`src/rtl/mod_inv64_module.sv`:
```
// rtl/mod_inv64_module.sv - sequential modular inverse P = A^-1 mod N (binary extended gcd)
module mod_inv64_module #(
  parameter int A_WIDTH = 64,
  parameter int N_WIDTH = 64
) (
  input  logic               clk,
  input  logic               rst_n,
  input  logic               start,
  input  logic [A_WIDTH-1:0] A,
  input  logic [N_WIDTH-1:0] N,
  output logic [N_WIDTH-1:0] P,
  output logic               done,
  output logic               err
);

  localparam int IW = (A_WIDTH > 1) ? $clog2(A_WIDTH) : 1;

  typedef enum logic [1:0] {IDLE, REDUCE, LOOP, FIN} state_t;

  state_t             state, state_nx;
  logic [A_WIDTH-1:0] a_q, a_nx;
  logic [N_WIDTH-1:0] n_q, n_nx;
  logic [N_WIDTH:0]   r_q, r_nx;
  logic [IW-1:0]      idx_q, idx_nx;
  logic [N_WIDTH-1:0] u_q, u_nx, v_q, v_nx;
  logic [N_WIDTH-1:0] x1_q, x1_nx, x2_q, x2_nx;
  logic               fail_q, fail_nx;
  logic [N_WIDTH-1:0] p_q, p_nx;
  logic               err_q, err_nx;
  logic               done_q, done_nx;

  logic [N_WIDTH:0]   r_shift;
  logic [N_WIDTH:0]   r_red;

  // Divide x by two modulo an odd n: add n first when x is odd so the sum is even.
  function automatic logic [N_WIDTH-1:0] half_mod(input logic [N_WIDTH-1:0] x,
                                                  input logic [N_WIDTH-1:0] n);
    logic [N_WIDTH:0] s;
    s = x[0] ? ({1'b0, x} + {1'b0, n}) : {1'b0, x};
    return s[N_WIDTH:1];
  endfunction

  // (a - b) mod n for a, b in [0, n-1]; wrap-around of the fixed width cancels out.
  function automatic logic [N_WIDTH-1:0] sub_mod(input logic [N_WIDTH-1:0] a,
                                                 input logic [N_WIDTH-1:0] b,
                                                 input logic [N_WIDTH-1:0] n);
    return (a >= b) ? (a - b) : (a - b + n);
  endfunction

  assign P    = p_q;
  assign err  = err_q;
  assign done = done_q;

  // State and datapath registers; reset clears everything and aborts any operation.
  always_ff @(posedge clk or negedge rst_n) begin
    if (!rst_n) begin
      state  <= IDLE;
      a_q    <= '0;
      n_q    <= '0;
      r_q    <= '0;
      idx_q  <= '0;
      u_q    <= '0;
      v_q    <= '0;
      x1_q   <= '0;
      x2_q   <= '0;
      fail_q <= 1'b0;
      p_q    <= '0;
      err_q  <= 1'b0;
      done_q <= 1'b0;
    end else begin
      state  <= state_nx;
      a_q    <= a_nx;
      n_q    <= n_nx;
      r_q    <= r_nx;
      idx_q  <= idx_nx;
      u_q    <= u_nx;
      v_q    <= v_nx;
      x1_q   <= x1_nx;
      x2_q   <= x2_nx;
      fail_q <= fail_nx;
      p_q    <= p_nx;
      err_q  <= err_nx;
      done_q <= done_nx;
    end
  end

  // Next-state and datapath: reduce A mod N bit-serially, then run the binary inverse loop.
  always_comb begin
    state_nx = state;
    a_nx     = a_q;
    n_nx     = n_q;
    r_nx     = r_q;
    idx_nx   = idx_q;
    u_nx     = u_q;
    v_nx     = v_q;
    x1_nx    = x1_q;
    x2_nx    = x2_q;
    fail_nx  = fail_q;
    p_nx     = p_q;
    err_nx   = err_q;
    done_nx  = 1'b0;

    // r < N, so 2r + bit < 2N fits in N_WIDTH+1 bits and one conditional subtract suffices.
    r_shift  = {r_q[N_WIDTH-1:0], a_q[idx_q]};
    r_red    = (r_shift >= {1'b0, n_q}) ? (r_shift - {1'b0, n_q}) : r_shift;

    case (state)
      IDLE: begin
        // A start coinciding with the completion pulse belongs to the finished request.
        if (start && !done_q) begin
          a_nx   = A;
          n_nx   = N;
          r_nx   = '0;
          idx_nx = IW'(A_WIDTH - 1);
          u_nx   = '0;
          v_nx   = '0;
          x1_nx  = '0;
          x2_nx  = '0;
          if (!N[0] || (N < N_WIDTH'(3))) begin
            fail_nx  = 1'b1;
            state_nx = FIN;
          end else begin
            fail_nx  = 1'b0;
            state_nx = REDUCE;
          end
        end
      end

      REDUCE: begin
        r_nx = r_red;
        if (idx_q == '0) begin
          if (r_red == '0) begin
            fail_nx  = 1'b1;
            state_nx = FIN;
          end else begin
            u_nx     = r_red[N_WIDTH-1:0];
            v_nx     = n_q;
            x1_nx    = N_WIDTH'(1);
            x2_nx    = '0;
            state_nx = LOOP;
          end
        end else begin
          idx_nx = idx_q - 1'b1;
        end
      end

      LOOP: begin
        // Invariants: x1 * r == u and x2 * r == v (mod N).
        if ((u_q == N_WIDTH'(1)) || (v_q == N_WIDTH'(1))) begin
          state_nx = FIN;
        end else if (u_q == '0) begin
          fail_nx  = 1'b1;
          state_nx = FIN;
        end else if (!u_q[0]) begin
          u_nx  = u_q >> 1;
          x1_nx = half_mod(x1_q, n_q);
        end else if (!v_q[0]) begin
          v_nx  = v_q >> 1;
          x2_nx = half_mod(x2_q, n_q);
        end else if (u_q >= v_q) begin
          u_nx  = u_q - v_q;
          x1_nx = sub_mod(x1_q, x2_q, n_q);
        end else begin
          v_nx  = v_q - u_q;
          x2_nx = sub_mod(x2_q, x1_q, n_q);
        end
      end

      FIN: begin
        p_nx     = fail_q ? '0 : ((u_q == N_WIDTH'(1)) ? x1_q : x2_q);
        err_nx   = fail_q;
        done_nx  = 1'b1;
        state_nx = IDLE;
      end

      default: state_nx = IDLE;
    endcase
  end

endmodule
```
`config.mk`:
```
export PLATFORM = sky130hd
export DESIGN_NAME = mod_inv64_module
export DESIGN_NICKNAME = d
export VERILOG_FILES = /design/src/rtl/mod_inv64_module.sv
export SDC_FILE = /design/constraint.sdc
export NUM_CORES = 2
export LEC_CHECK = 0
export BUFFER_PORTS_ARGS = -buffer_cell sky130_fd_sc_hd__buf_2
export CAP_MARGIN = 0
export CORE_MARGIN = 3
export CORE_UTILIZATION = 48
export DETAILED_ROUTE_END_ITERATION = 8
export GPL_TIMING_DRIVEN = 1
export PLACE_DENSITY = 0.67
export SYNTH_ARGS = -nofsm -noshare
export SYNTH_HDL_FRONTEND = slang
export SYNTH_SLANG_ARGS = --single-unit
```
`constraint.sdc`:
```
create_clock -name clk -period 13.9 [get_ports clk]
set_clock_uncertainty 0.1 [all_clocks]
set_input_delay 1.39 -clock clk [delete_from_list [all_inputs] [get_ports clk]]
set_output_delay 1.39 -clock clk [all_outputs]
set_load 0.01 [all_outputs]
```
==> results.py <==
metrics = {
    "finish": {
        "final_cell_mix": "845 x a21oi_1, 695 x nand2_1, 628 x nor2_1",
        "final_area_mm2": 0.0662,
        "final_common_cell": "a21oi_1",
        "fin_nets": 8622,
        "syn_to_final_growth_pct": 7.46,
        "fillerInstances": 12423,
        "multi_input_area_mm2": 0.0448,
        "register_area_mm2": 0.0131,
        "drive_gt1_share_pct": 8.30,
        "postLayoutCoreUtil_pct": 52.3,
    },
    "power_and_ir_drop": {
        "power_density_mw_per_mm2": 54.0,
        "vdd_drop_max_uv": 90.8,
        "p_leak_nw": 30.4,
    },
    "die": {
        "coreArea_mm2": 0.127,
        "die_h_um": 364,
        "num_io_pins": 197,
        "die_area_mm2": 0.133,
        "rows": 130,
        "start_util_pct": 48.7,
        "die_w_um": 364,
    },
    "route": {
        "drc": 0,
        "wl_um": 264000,
        "vias": 64396,
        "detail-route-antenna-nets": 0,
        "drt-vias-per-instance": 6.70,
        "drt_iter0_drc": 8477,
        "wire_per_inst_um": 27.5,
        "dr.pass1.iters": 6,
    },
    "grt": {
        "grt_pass1_vias": 59836,
        "grt_max_degree": 137,
        "grt_pass1_wl_um": 389000,
        "grt_util_all_layers_pct": 38.3,
        "grt_antenna_before_repair": 9,
        "grt-ovfl-total": 0,
    },
    "critical_path": {
        "crit_type": "flop to flop",
        "worst_setup_path_end_kind": "flop",
        "cp_max_fo": 59,
        "critPathArrivalTime_ns": 9.96,
        "cp_data_required_time_ns": 14.36,
        "startpoint_type": "flop",
    },
    "sta": {
        "finalSetupViolCount": 0,
        "fin_hold_ws_ns": 0.402,
        "drv_slew": 0,
        "max_slew.worst_pin.slew_ns": 1.25,
        "hold_viol": 0,
        "rsz0062_at_grt": "false",
        "fin_crit_sh_pct": 68.4,
        "post-route-min-period_ns": 9.51,
        "slew_headroom_pct": 15.7,
        "setup_tns_ns": 0,
        "fmax_ghz": 0.105,
    },
    "status": {
        "status": "complete, no violations",
    },
    "synth": {
        "synth_xor_area_share_pct": 7.12,
        "syn_area_per_cell_um2": 7.70,
        "synth_ff_type": "dfrtp_1",
        "synth_nets": 8722,
        "synth_mux_area_share_pct": 6.76,
        "ys_async_sr_fraction_pct": 100,
        "yosysUniqueCellTypes": 102,
        "synth_cells": 8002,
        "synthesis.area_mm2": 0.0616,
        "synth-adder-area-share_pct": 12.1,
        "yosysWarningCount": 0,
        "synth_seq_cells": 523,
        "synth_seq_area_share_pct": 21.2,
        "synthSimpleGateAreaFrac_pct": 16.0,
        "synth_compound_area_share_pct": 30.4,
        "synth_edf_count": 0,
        "synth_top_family_by_area": "compound AO/OA/AOI/OAI gates",
    },
    "clocking": {
        "htreeDepth": 3,
        "clock_sink_count": 523,
        "clockBufferDepth": 3,
        "cts-root-buf": "clkbuf_16",
        "ctsResizeCount": 0,
        "cts.clk_slew.worst_paths_ns": 0.06,
        "cts_tree": "yes",
        "insertion_delay_ns": 0.74,
        "numCtsBuffers": 70,
        "cts_hold_buffers": 0,
        "post_cts_buffers": 0,
    },
    "placement": {
        "dp_hpwl_um": 204000,
        "place_congestion": 1.06,
        "port-buffer-count": 196,
        "place_area_mm2": 0.0638,
    },
    "job": {
        "cap_violations": 0,
    },
    "min_path": {
        "min_path_type": "flop to flop",
    },
}
==> layout make-up <==
type	count	area share, %
diodes	5	0.0189
clock buffers	90	2.88
clock inverters	32	0.814
multi-input cells	6464	67.6
well taps	1650	3.12
repair buffers	304	2.74
flip-flops and latches	523	19.8
inverters	539	3.06
==> final timing paths <==
path                            startpoint       end  slack (ns)  cells past startpoint
worst max-delay path               x1_q[0]  x2_q[60]        4.39                     26
worst min-delay path               a_q[42]   a_q[42]        0.40                      1
worst max register to register     x1_q[0]  x2_q[60]        4.39                     26
worst min register to register     a_q[42]   a_q[42]        0.40                      1
max in group asynchronous            rst_n   a_q[53]       10.19                      4
min in group asynchronous            rst_n     P[46]        0.61                      1
==> cells by family (layout without fill, tap and decap cells) <==
kind of cell               count (synthesis)  count (layout)
other                                      0               5
adders and majority gates                589             589
buffers and inverters                   1015             965
xor gates and xnor gates                 501             501
and+or+nand+nor                         2132            2132
AOI/OAI and AO/OA                       2877            2877
DFF                                      523             523
muxes                                    365             365
==> power by group <==
part	internal, mW	switching, mW	total [mW]
clock	1.14	0.846	1.98
combinational	0.0164	0.0526	0.0690
sequential	1.52	0	1.52
total	2.68	0.899	3.57
==> per-layer routing <==
layer | wire (um) | vias up | global-route usage [%] | part of all wire, %
met4 | 13500 | 8 | 16.9 | 5.1
met5 | 42 | - | 0 | 0.016
met2 | 110000 | 3409 | 56.4 | 42
met1 | 113000 | 31177 | 53.2 | 43
met3 | 27900 | 655 | 8.93 | 11
li1 | - | 29147 | - | -
==> synth_stat cells (133+ instances only) <==
cell type | n | area [um^2]
a21oi_1 | 845 | 4230
nand2_1 | 697 | 2620
nor2_1 | 633 | 2380
ha_1 | 580 | 7260
inv_1 | 535 | 2010
dfrtp_1 | 523 | 13100
o21ai_0 | 494 | 2470
clkbuf_1 | 410 | 1540
a21o_1 | 339 | 2540
xnor2_1 | 311 | 2720
xor2_1 | 190 | 1660
o31ai_1 | 147 | 1100
mux2_2 | 141 | 1590
nand4_1 | 135 | 845
mux2i_1 | 133 | 1330
==> worst max-delay path: stages, from the launching register on <==
cell	delay [ns]
dfrtp_4	0.76
buf_4	0.68
ha_1	0.28
inv_1	0.06
fa_1	0.40
a21o_1	0.19
o211ai_1	0.21
a31oi_1	0.28
a21oi_1	0.35
a21oi_1	0.18
a21bo_2	0.25
a31oi_1	0.46
xnor2_1	0.20
ha_1	0.47
nand4_1	0.18
a2111oi_0	0.85
nand2_1	0.10
a2111oi_0	0.63
nor4_1	0.31
o31ai_1	0.74
o21ai_0	0.33
o31a_1	0.38
nor3_1	0.23
nor4b_1	0.11
o31ai_1	0.25
a211oi_1	0.10
mux2_2	0.26
==> registers in the layout, summed over array words and instances, names as in the netlist <==
| signal | count |
|---|---|
| P | 64 |
| a_q | 64 |
| n_q | 64 |
| r_q | 64 |
| u_q | 64 |
| v_q | 64 |
| x1_q | 64 |
| x2_q | 64 |
| idx_q | 6 |
| state | 2 |
| done | 1 |
| err | 1 |
| fail_q | 1 |
==> metrics by stage <==
stage	setup WS [ns]	total power, mW	instances
after global routing	4.07	3.66	9602
after floorplan	7.14	1.55	8002
final	4.39	3.57	9607
after detailed placement	4.70	1.62	9480
after CTS	4.61	3.59	9602
after global placement	4.75	1.62	9480
Note: power is estimated with default switching activity, not from simulation.
